`src/rtl/regfile_pkg.sv`:
```
// Shared definitions for the integer register file.
// Holds the default index/data widths used by decode and writeback, the
// register-count derivation and the slice-offset helper for packed port buses.
package regfile_pkg;

  localparam int unsigned RF_ADDR_WIDTH = 5;
  localparam int unsigned RF_DATA_WIDTH = 32;

  // Number of architectural registers addressable with an index of this width.
  function automatic int unsigned nregs(input int unsigned addr_width);
    return 32'd1 << addr_width;
  endfunction

  // LSB of port 'port' inside a packed bus of 'width'-bit fields.
  function automatic int unsigned slice_lsb(input int unsigned port, input int unsigned width);
    return port * width;
  endfunction

endpackage

```
`src/rtl/regfile_scoreboard.sv`:
```
// Busy-bit scoreboard for the register file.
// Ports:
//   clk, rst_n  clock, asynchronous active-low reset
//   iss_valid   mark iss_rd busy this cycle
//   iss_rd      destination index being issued
//   flush       clear every busy bit next cycle (wins over issue)
//   wen, waddr  writeback ports; a write clears its destination's busy bit
//   raddr       read indices looked up in the busy state
//   busy_vec    registered busy bits
//   raw_busy    per-read-port busy lookup, no masking applied
module regfile_scoreboard
  import regfile_pkg::*;
#(
  parameter int unsigned ADDR_WIDTH = RF_ADDR_WIDTH,
  parameter int unsigned NUM_RD     = 2,
  parameter int unsigned NUM_WR     = 1,
  parameter bit          ZERO_REG   = 1'b1
) (
  input  logic                         clk,
  input  logic                         rst_n,
  input  logic                         iss_valid,
  input  logic [ADDR_WIDTH-1:0]        iss_rd,
  input  logic                         flush,
  input  logic [NUM_WR-1:0]            wen,
  input  logic [NUM_WR*ADDR_WIDTH-1:0] waddr,
  input  logic [NUM_RD*ADDR_WIDTH-1:0] raddr,
  output logic [nregs(ADDR_WIDTH)-1:0] busy_vec,
  output logic [NUM_RD-1:0]            raw_busy
);

  localparam int unsigned NREGS = nregs(ADDR_WIDTH);

  logic [ADDR_WIDTH-1:0] waddr_arr [NUM_WR];
  logic [ADDR_WIDTH-1:0] raddr_arr [NUM_RD];
  logic [NREGS-1:0]      busy_q, busy_d, set_vec, clr_vec;

  for (genvar k = 0; k < NUM_WR; k++) begin : g_wr_unpack
    assign waddr_arr[k] = waddr[slice_lsb(k, ADDR_WIDTH) +: ADDR_WIDTH];
  end

  for (genvar i = 0; i < NUM_RD; i++) begin : g_rd_unpack
    assign raddr_arr[i] = raddr[slice_lsb(i, ADDR_WIDTH) +: ADDR_WIDTH];
    assign raw_busy[i]  = busy_q[raddr_arr[i]];
  end

  always_comb begin
    set_vec = '0;
    clr_vec = '0;
    if (iss_valid) begin
      set_vec[iss_rd] = 1'b1;
    end
    if (ZERO_REG) begin
      set_vec[0] = 1'b0;
    end
    for (int k = 0; k < NUM_WR; k++) begin
      if (wen[k]) begin
        clr_vec[waddr_arr[k]] = 1'b1;
      end
    end
    // Issue after writeback of the same register leaves it busy for the new producer.
    busy_d = flush ? '0 : ((busy_q & ~clr_vec) | set_vec);
  end

  always_ff @(posedge clk or negedge rst_n) begin
    if (!rst_n) begin
      busy_q <= '0;
    end else begin
      busy_q <= busy_d;
    end
  end

  assign busy_vec = busy_q;

endmodule

```
`src/rtl/regfile_mp_sb.sv`:
```
// Multi-port integer register file with integrated busy-bit scoreboard.
// Ports:
//   clk, rst_n        clock, asynchronous active-low reset
//   wen/waddr/wdata   NUM_WR synchronous write ports, packed per port
//   raddr/rdata       NUM_RD combinational read ports, packed per port
//   rbusy             per read port: register has an outstanding producer
//   iss_valid/iss_rd  mark a destination busy at issue
//   flush             clear all busy bits, contents untouched
//   busy_vec          raw registered scoreboard state
module regfile_mp_sb
  import regfile_pkg::*;
#(
  parameter int unsigned ADDR_WIDTH = RF_ADDR_WIDTH,
  parameter int unsigned DATA_WIDTH = RF_DATA_WIDTH,
  parameter int unsigned NUM_RD     = 2,
  parameter int unsigned NUM_WR     = 1,
  parameter bit          ZERO_REG   = 1'b1,
  parameter bit          BYPASS     = 1'b1
) (
  input  logic                         clk,
  input  logic                         rst_n,
  input  logic [NUM_WR-1:0]            wen,
  input  logic [NUM_WR*ADDR_WIDTH-1:0] waddr,
  input  logic [NUM_WR*DATA_WIDTH-1:0] wdata,
  input  logic [NUM_RD*ADDR_WIDTH-1:0] raddr,
  output logic [NUM_RD*DATA_WIDTH-1:0] rdata,
  output logic [NUM_RD-1:0]            rbusy,
  input  logic                         iss_valid,
  input  logic [ADDR_WIDTH-1:0]        iss_rd,
  input  logic                         flush,
  output logic [nregs(ADDR_WIDTH)-1:0] busy_vec
);

  localparam int unsigned NREGS = nregs(ADDR_WIDTH);

  logic [ADDR_WIDTH-1:0] waddr_arr [NUM_WR];
  logic [DATA_WIDTH-1:0] wdata_arr [NUM_WR];
  logic [ADDR_WIDTH-1:0] raddr_arr [NUM_RD];
  logic [DATA_WIDTH-1:0] rd_val    [NUM_RD];
  logic [DATA_WIDTH-1:0] rf_q      [NREGS];
  logic [DATA_WIDTH-1:0] rf_d      [NREGS];
  logic [NUM_RD-1:0]     byp_hit;
  logic [NUM_RD-1:0]     raw_busy;

  for (genvar k = 0; k < NUM_WR; k++) begin : g_wr_unpack
    assign waddr_arr[k] = waddr[slice_lsb(k, ADDR_WIDTH) +: ADDR_WIDTH];
    assign wdata_arr[k] = wdata[slice_lsb(k, DATA_WIDTH) +: DATA_WIDTH];
  end

  for (genvar i = 0; i < NUM_RD; i++) begin : g_rd_unpack
    assign raddr_arr[i] = raddr[slice_lsb(i, ADDR_WIDTH) +: ADDR_WIDTH];
  end

  // Ascending port order so the highest-index port wins on a collision.
  always_comb begin
    rf_d = rf_q;
    for (int k = 0; k < NUM_WR; k++) begin
      if (wen[k] && !(ZERO_REG && (waddr_arr[k] == '0))) begin
        rf_d[waddr_arr[k]] = wdata_arr[k];
      end
    end
  end

  always_ff @(posedge clk or negedge rst_n) begin
    if (!rst_n) begin
      for (int r = 0; r < NREGS; r++) begin
        rf_q[r] <= '0;
      end
    end else begin
      rf_q <= rf_d;
    end
  end

  regfile_scoreboard #(
    .ADDR_WIDTH (ADDR_WIDTH),
    .NUM_RD     (NUM_RD),
    .NUM_WR     (NUM_WR),
    .ZERO_REG   (ZERO_REG)
  ) u_scoreboard (
    .clk       (clk),
    .rst_n     (rst_n),
    .iss_valid (iss_valid),
    .iss_rd    (iss_rd),
    .flush     (flush),
    .wen       (wen),
    .waddr     (waddr),
    .raddr     (raddr),
    .busy_vec  (busy_vec),
    .raw_busy  (raw_busy)
  );

  always_comb begin
    for (int i = 0; i < NUM_RD; i++) begin
      rd_val[i]  = rf_q[raddr_arr[i]];
      byp_hit[i] = 1'b0;
      if (BYPASS) begin
        for (int k = 0; k < NUM_WR; k++) begin
          if (wen[k] && (waddr_arr[k] == raddr_arr[i])) begin
            rd_val[i]  = wdata_arr[k];
            byp_hit[i] = 1'b1;
          end
        end
      end
      if (ZERO_REG && (raddr_arr[i] == '0)) begin
        rd_val[i] = '0;
      end
    end
  end

  for (genvar i = 0; i < NUM_RD; i++) begin : g_rd_out
    assign rdata[slice_lsb(i, DATA_WIDTH) +: DATA_WIDTH] = rd_val[i];
    // A bypassed read already carries the producer's data, so it is not busy.
    assign rbusy[i] = raw_busy[i] & ~byp_hit[i] & ~(ZERO_REG && (raddr_arr[i] == '0));
  end

endmodule

```
`config.mk`:
```
export PLATFORM = sky130hd
export DESIGN_NAME = regfile_mp_sb
export DESIGN_NICKNAME = d
export VERILOG_FILES = /design/src/rtl/regfile_pkg.sv /design/src/rtl/regfile_scoreboard.sv /design/src/rtl/regfile_mp_sb.sv
export SDC_FILE = /design/constraint.sdc
export NUM_CORES = 2
export LEC_CHECK = 0
export ABC_CLOCK_PERIOD_IN_PS = 3950
export CAP_MARGIN = 20
export CORE_ASPECT_RATIO = 1.1
export CORE_MARGIN = 5
export CORE_UTILIZATION = 40
export DETAILED_ROUTE_END_ITERATION = 10
export GPL_TIMING_DRIVEN = 0
export PLACE_DENSITY = 0.67
export SLEW_MARGIN = 0
export SYNTH_ARGS = -nofsm -noshare
export SYNTH_HDL_FRONTEND = slang
export SYNTH_SLANG_ARGS = --single-unit
export TNS_END_PERCENT = 5
```
`constraint.sdc`:
```
create_clock -name clk -period 3.95 [get_ports clk]
set_clock_uncertainty 0.1 [all_clocks]
set_input_delay 0.79 -clock clk [delete_from_list [all_inputs] [get_ports clk]]
set_output_delay 0.79 -clock clk [all_outputs]
set_load 0.01 [all_outputs]
```
Word level (Yosys, flattened, before mapping)
Cells that the tools add are included.
Operators by class
  magnitude comparators: 10
  equal/unequal tests: 2
  bitwise operators: 14
  reduce and logical (&&, ||, !) cells: 10
  multiplexer cells: 26
Operators with widths (count)
  1024-bit bitwise mux: 1
  32-bit two-way mux: 12
  32-bit binary-select mux with 5-bit select: 2
  32-bit demux with 5-bit select: 1
  32-bit AND: 1
  32-bit NOT: 1
  32-bit OR: 1
  5-bit by 6-bit < comparator with 1-bit output (second input constant): 4
  6-bit greater-or-equal comparator (second input constant): 3
  5-bit NOT with 6-bit output: 3
  5-bit zero test: 3
  1-bit binary-select mux with 5-bit select: 2
  1-bit demux with 5-bit select: 2
  5-bit == test: 2
  5-bit by 1-bit greater-or-equal comparator with 1-bit output (second input constant): 2
  1-bit logical AND: 6
  6-bit by 1-bit < comparator with 1-bit output (second input constant): 1
  1-bit two-way mux: 6
  1-bit AND: 4
  1-bit NOT: 4
  1-bit zero test: 1
Word-level totals
  input port bits: 57
  logic and storage cells: 95
  output and inout bits: 98
  register bits: 1056

Logic depth before layout (Yosys ltp)
  word-level depth: 9
  gate-level depth with buffers: 10
  mapped depth without buffers: 5

Hierarchy
A second synthesis with hierarchy kept.
Second synthesis, totals
  cells, all modules: 4017
  area, all modules: 56818.2 sq um
Modules (own cells, without submodules)
  regfile_mp_sb: cells an instance 3773, area each 54731.2 sq um, instances 1, seq. area each 25624.6 sq um
  regfile_scoreboard: cells an instance 244, area each 2087.0 sq um, instances 1, seq. area each 800.8 sq um

Worst setup path before layout
Ideal clock, no wire load.
  kind: input -> output
  start point: input raddr[7]
  end point: output rdata[56]
  path slack: 0.580 ns
  data arrival time: 2.480 ns
  data required time: 3.060 ns
  buffers on the path: 3
  stages: 7
  path through: buf_2 -> buf_2 -> clkbuf_1 -> mux4_2 -> a2111oi_0 -> a21oi_1 -> a22o_1
Between the ends
  cells in the longest elaborated chain, start to end: 6
  elaborated cells between the ends (all ways): 9
  those cells by class: 1 x eq/ne; 5 x mux; 1 x bitwise; 2 x reduce/logical
Ends and longest elaborated chain
  start: declaration: line regfile_mp_sb.sv:25  | input logic [NUM_RD*ADDR_WIDTH-1:0] raddr,
  5-bit NOT with 6-bit output (not written as such): line regfile_mp_sb.sv:94  | rd_val[i] = rf_q[raddr_arr[i]];
  32-bit binary-select mux with 5-bit select: line regfile_mp_sb.sv:94
  32-bit two-way mux (not written as such) (2 in series): line regfile_mp_sb.sv:94
  32-bit two-way mux: line regfile_mp_sb.sv:98  | if (wen[k] && (waddr_arr[k] == raddr_arr[i])) begin
  32-bit two-way mux (*): line regfile_mp_sb.sv:104  | if (ZERO_REG && (raddr_arr[i] == '0)) begin
  end: declaration: line regfile_mp_sb.sv:26  | output logic [NUM_RD*DATA_WIDTH-1:0] rdata,
Mark *: on every way between the ends. The rest lies on a longest branch, timed or not. The select of a mux whose other input is x is not followed.

Worst setup path after layout
  start point: input raddr[1]
  end point: output rdata[18]
Same word-level chain as after synthesis.

==> impl_metrics.ini <==
[timing]
drv_slew = 0
report.final.setup_viol = 41
setup-tns-final_ns = -4.76
rsz0062_at_grt = true
worst_pin_slew_ns = 1.36
slew_headroom_pct = 9.61
fmax_ghz = 0.235
fin_crit_sh_pct = 108
worst_slack_ns = -0.312
fin_crit_ns = 4.26
hold_ws_ns = 0.378
hold_viol = 0

[synth]
synth_edf_count = 0
synthAdderAreaFrac_pct = 0
synth_ff_type = dfrtp_1
syn_inst = 3860
synth_mux_area_share_pct = 41.2
synth-simple-area-share_pct = 2.59
synth_top_family_by_area = multiplexers
ys_async_sr_fraction_pct = 100
synth.ff_latch_count = 1056
synth_fp_nets = 3917
synth_cell_types = 62
synth-compound-area-share_pct = 5.59
syn_area_sq_um = 56500
postSynthAreaPerCell_sq_um = 14.6
synth_xor_area_share_pct = 0.155
yosys_warnings = 0
seq_area_frac_synth_pct = 46.8

[detailed_routing]
num_vias = 42603
drc_errors = 0
post_drt_wl_per_cell_microns = 40.3
detail_route.wirelength_microns = 247000
ant_nets = 0
drt_iter0_markers = 6254
firstDrtPassIters = 8
routed_via_density = 6.94

[critical_path]
crit_start = raddr[1]
r2r-end = rf_q[513]
rr_worst_depth = 1
cp.arrival_ns = 3.37
critPathCapture = rdata[18]
r2r_start = rf_q[513]
critPathLaunchType = input port
crit_fanout = 10
crit_type = input port to output pin
required_ns = 3.06
r2r_slack_ns = 2.94
crit_path_end_kind = output pin

[global_routing]
grt_first_pass_wirelength_microns = 339000
use_met1_pct = 38.6
grt.met3_usage_pct = 15.3
grt_pass1_vias = 42228
gr-total-overflow = 0
grt_use_total_pct = 32.7
grt_max_degree = 174
use_met2_pct = 45.8
antenna_found_initial = 23
grt.busiest_layer = met2

[power_and_ir_drop]
powerDensity_nw_per_um2 = 487
ir_drop_uv = 392
p_total_w = 0.0330
leakagePower_nw = 28.9

[die]
die_area_sq_um = 149000
ioPinCount = 155
core_sq_um = 140000
die_w_microns = 368
die-height_microns = 404
initial_core_util_pct = 40.3
rows = 144

[final_layout]
nets = 4261
regArea_sq_um = 26400
syn_to_final_growth_pct = 20.0
layout-drive-gt1-share_pct = 50.6
final_common_cell = dfrtp_1
final_core_util_pct = 48.4
layout_common_cells = dfrtp_1, mux2_2, mux4_2
nFillCells = 11958
multi_input_area_sq_um = 29000

[placement]
hpwlAfterDp_microns = 173000
port_buffers = 141
gp_congestion = 1.02
place_ws_ns = -2.28

[status]
status = complete, but fails checks
violations = setup timing

[clock_network]
cts_tree = yes
clockBufferDepth = 3
path_clk_slew_ns = 0.06
clock_sinks = 1056
h-tree-depth = 3
cts_buffers = 111
cts.root.buffer_cell = clkbuf_16
clkLatencyLatePin_ns = 0.77

[min_path]
hp-class = flip-flop to flip-flop

[run]
drv_cap = 0
worst max-delay path, stage by stage:
cell and delay, ns:
buf_2 0.25, buf_6 0.22, clkbuf_4 0.27, buf_8 0.20, mux4_2 0.20, o22ai_1 0.13
o41ai_2 0.30, o221a_2 0.39, clkdlybuf4s50_1 0.58
cell families after synthesis:
group / Yosys count
flip-flops: 1056
buffers and inverters: 445
XOR/XNOR: 10
multiplexers: 1607
AO/OA/AOI/OAI: 450
AND/OR/NAND/NOR: 292
what timing repair did:
action                                  in CTS  in global routing
hold endpoints to repair                    89                  0
pin swaps                                   38                 25
gates cloned                                 1                  0
setup buffers                               15                 19
hold buffers                                 1                  0
endpoints found under the setup margin      66                 61
gates resized for setup                    629                 99
metrics by stage:
stage / instance area [sq um] / instances
after floorplan: 56500 / 3860
after CTS: 67200 / 6094
after global placement: 60200 / 5826
after detailed placement: 61200 / 5883
final: 67800 / 6142
after global routing: 67700 / 6119
routing by layer:
metal,vias up,share of wire (%)
li1,15720,-
met2,3449,41
met5,-,0.11
met1,22343,34
met4,18,9.9
met3,1073,14
cells in the mapped netlist (26+ instances only):
cell      count  area, sq um
mux4_2      469        10600
mux2_2     1022        11500
a211oi_1     26          195
nor2_1       65          244
clkbuf_1    226          848
nand2_1      93          349
buf_1        51          191
buf_2       106          531
mux2i_1     110         1100
o21ai_0      36          180
a21oi_1      89          445
dfrtp_1    1056        26400
o22ai_1      58          363
buf_4        40          300
a22o_1       32          280
a22oi_1     110          826
area by class of cell:
class	count	area share, %
plain buffers	436	5.19
clock buffers	163	4.80
inverters	2	0.0185
well taps	1825	3.37
repair buffers	238	4.07
clock inverters	38	0.755
multi-input cells	2359	42.7
diodes	25	0.0923
flip-flops and latches	1056	39.0
power breakdown:
group          total (W)  switching, W  leakage [nW]  internal, W
combinational    0.00755       0.00343          13.5      0.00412
clock             0.0111       0.00480          1.86      0.00635
sequential        0.0143       0.00150          13.6       0.0128
flip-flops by register name, indices dropped and copies added (netlist names):
name and count:
rf_q 1024, u_scoreboard.busy_vec 32
worst min path at each step:
stage | endpoint | startpoint | depth (start not counted) | slack [ns]
final | rf_q[996] | rf_q[996] | 1 | 0.38
after global routing | rf_q[998] | rf_q[998] | 1 | 0.39
after CTS | rf_q[1007] | rf_q[1007] | 1 | 0.38
after detailed placement | rf_q[992] | rf_q[992] | 1 | 0.37
after global placement | rf_q[1002] | rf_q[1002] | 1 | 0.35
after floorplan | rf_q[1000] | rf_q[1000] | 1 | 0.34
No activity file was read; power rests on OpenSTA's default activity.
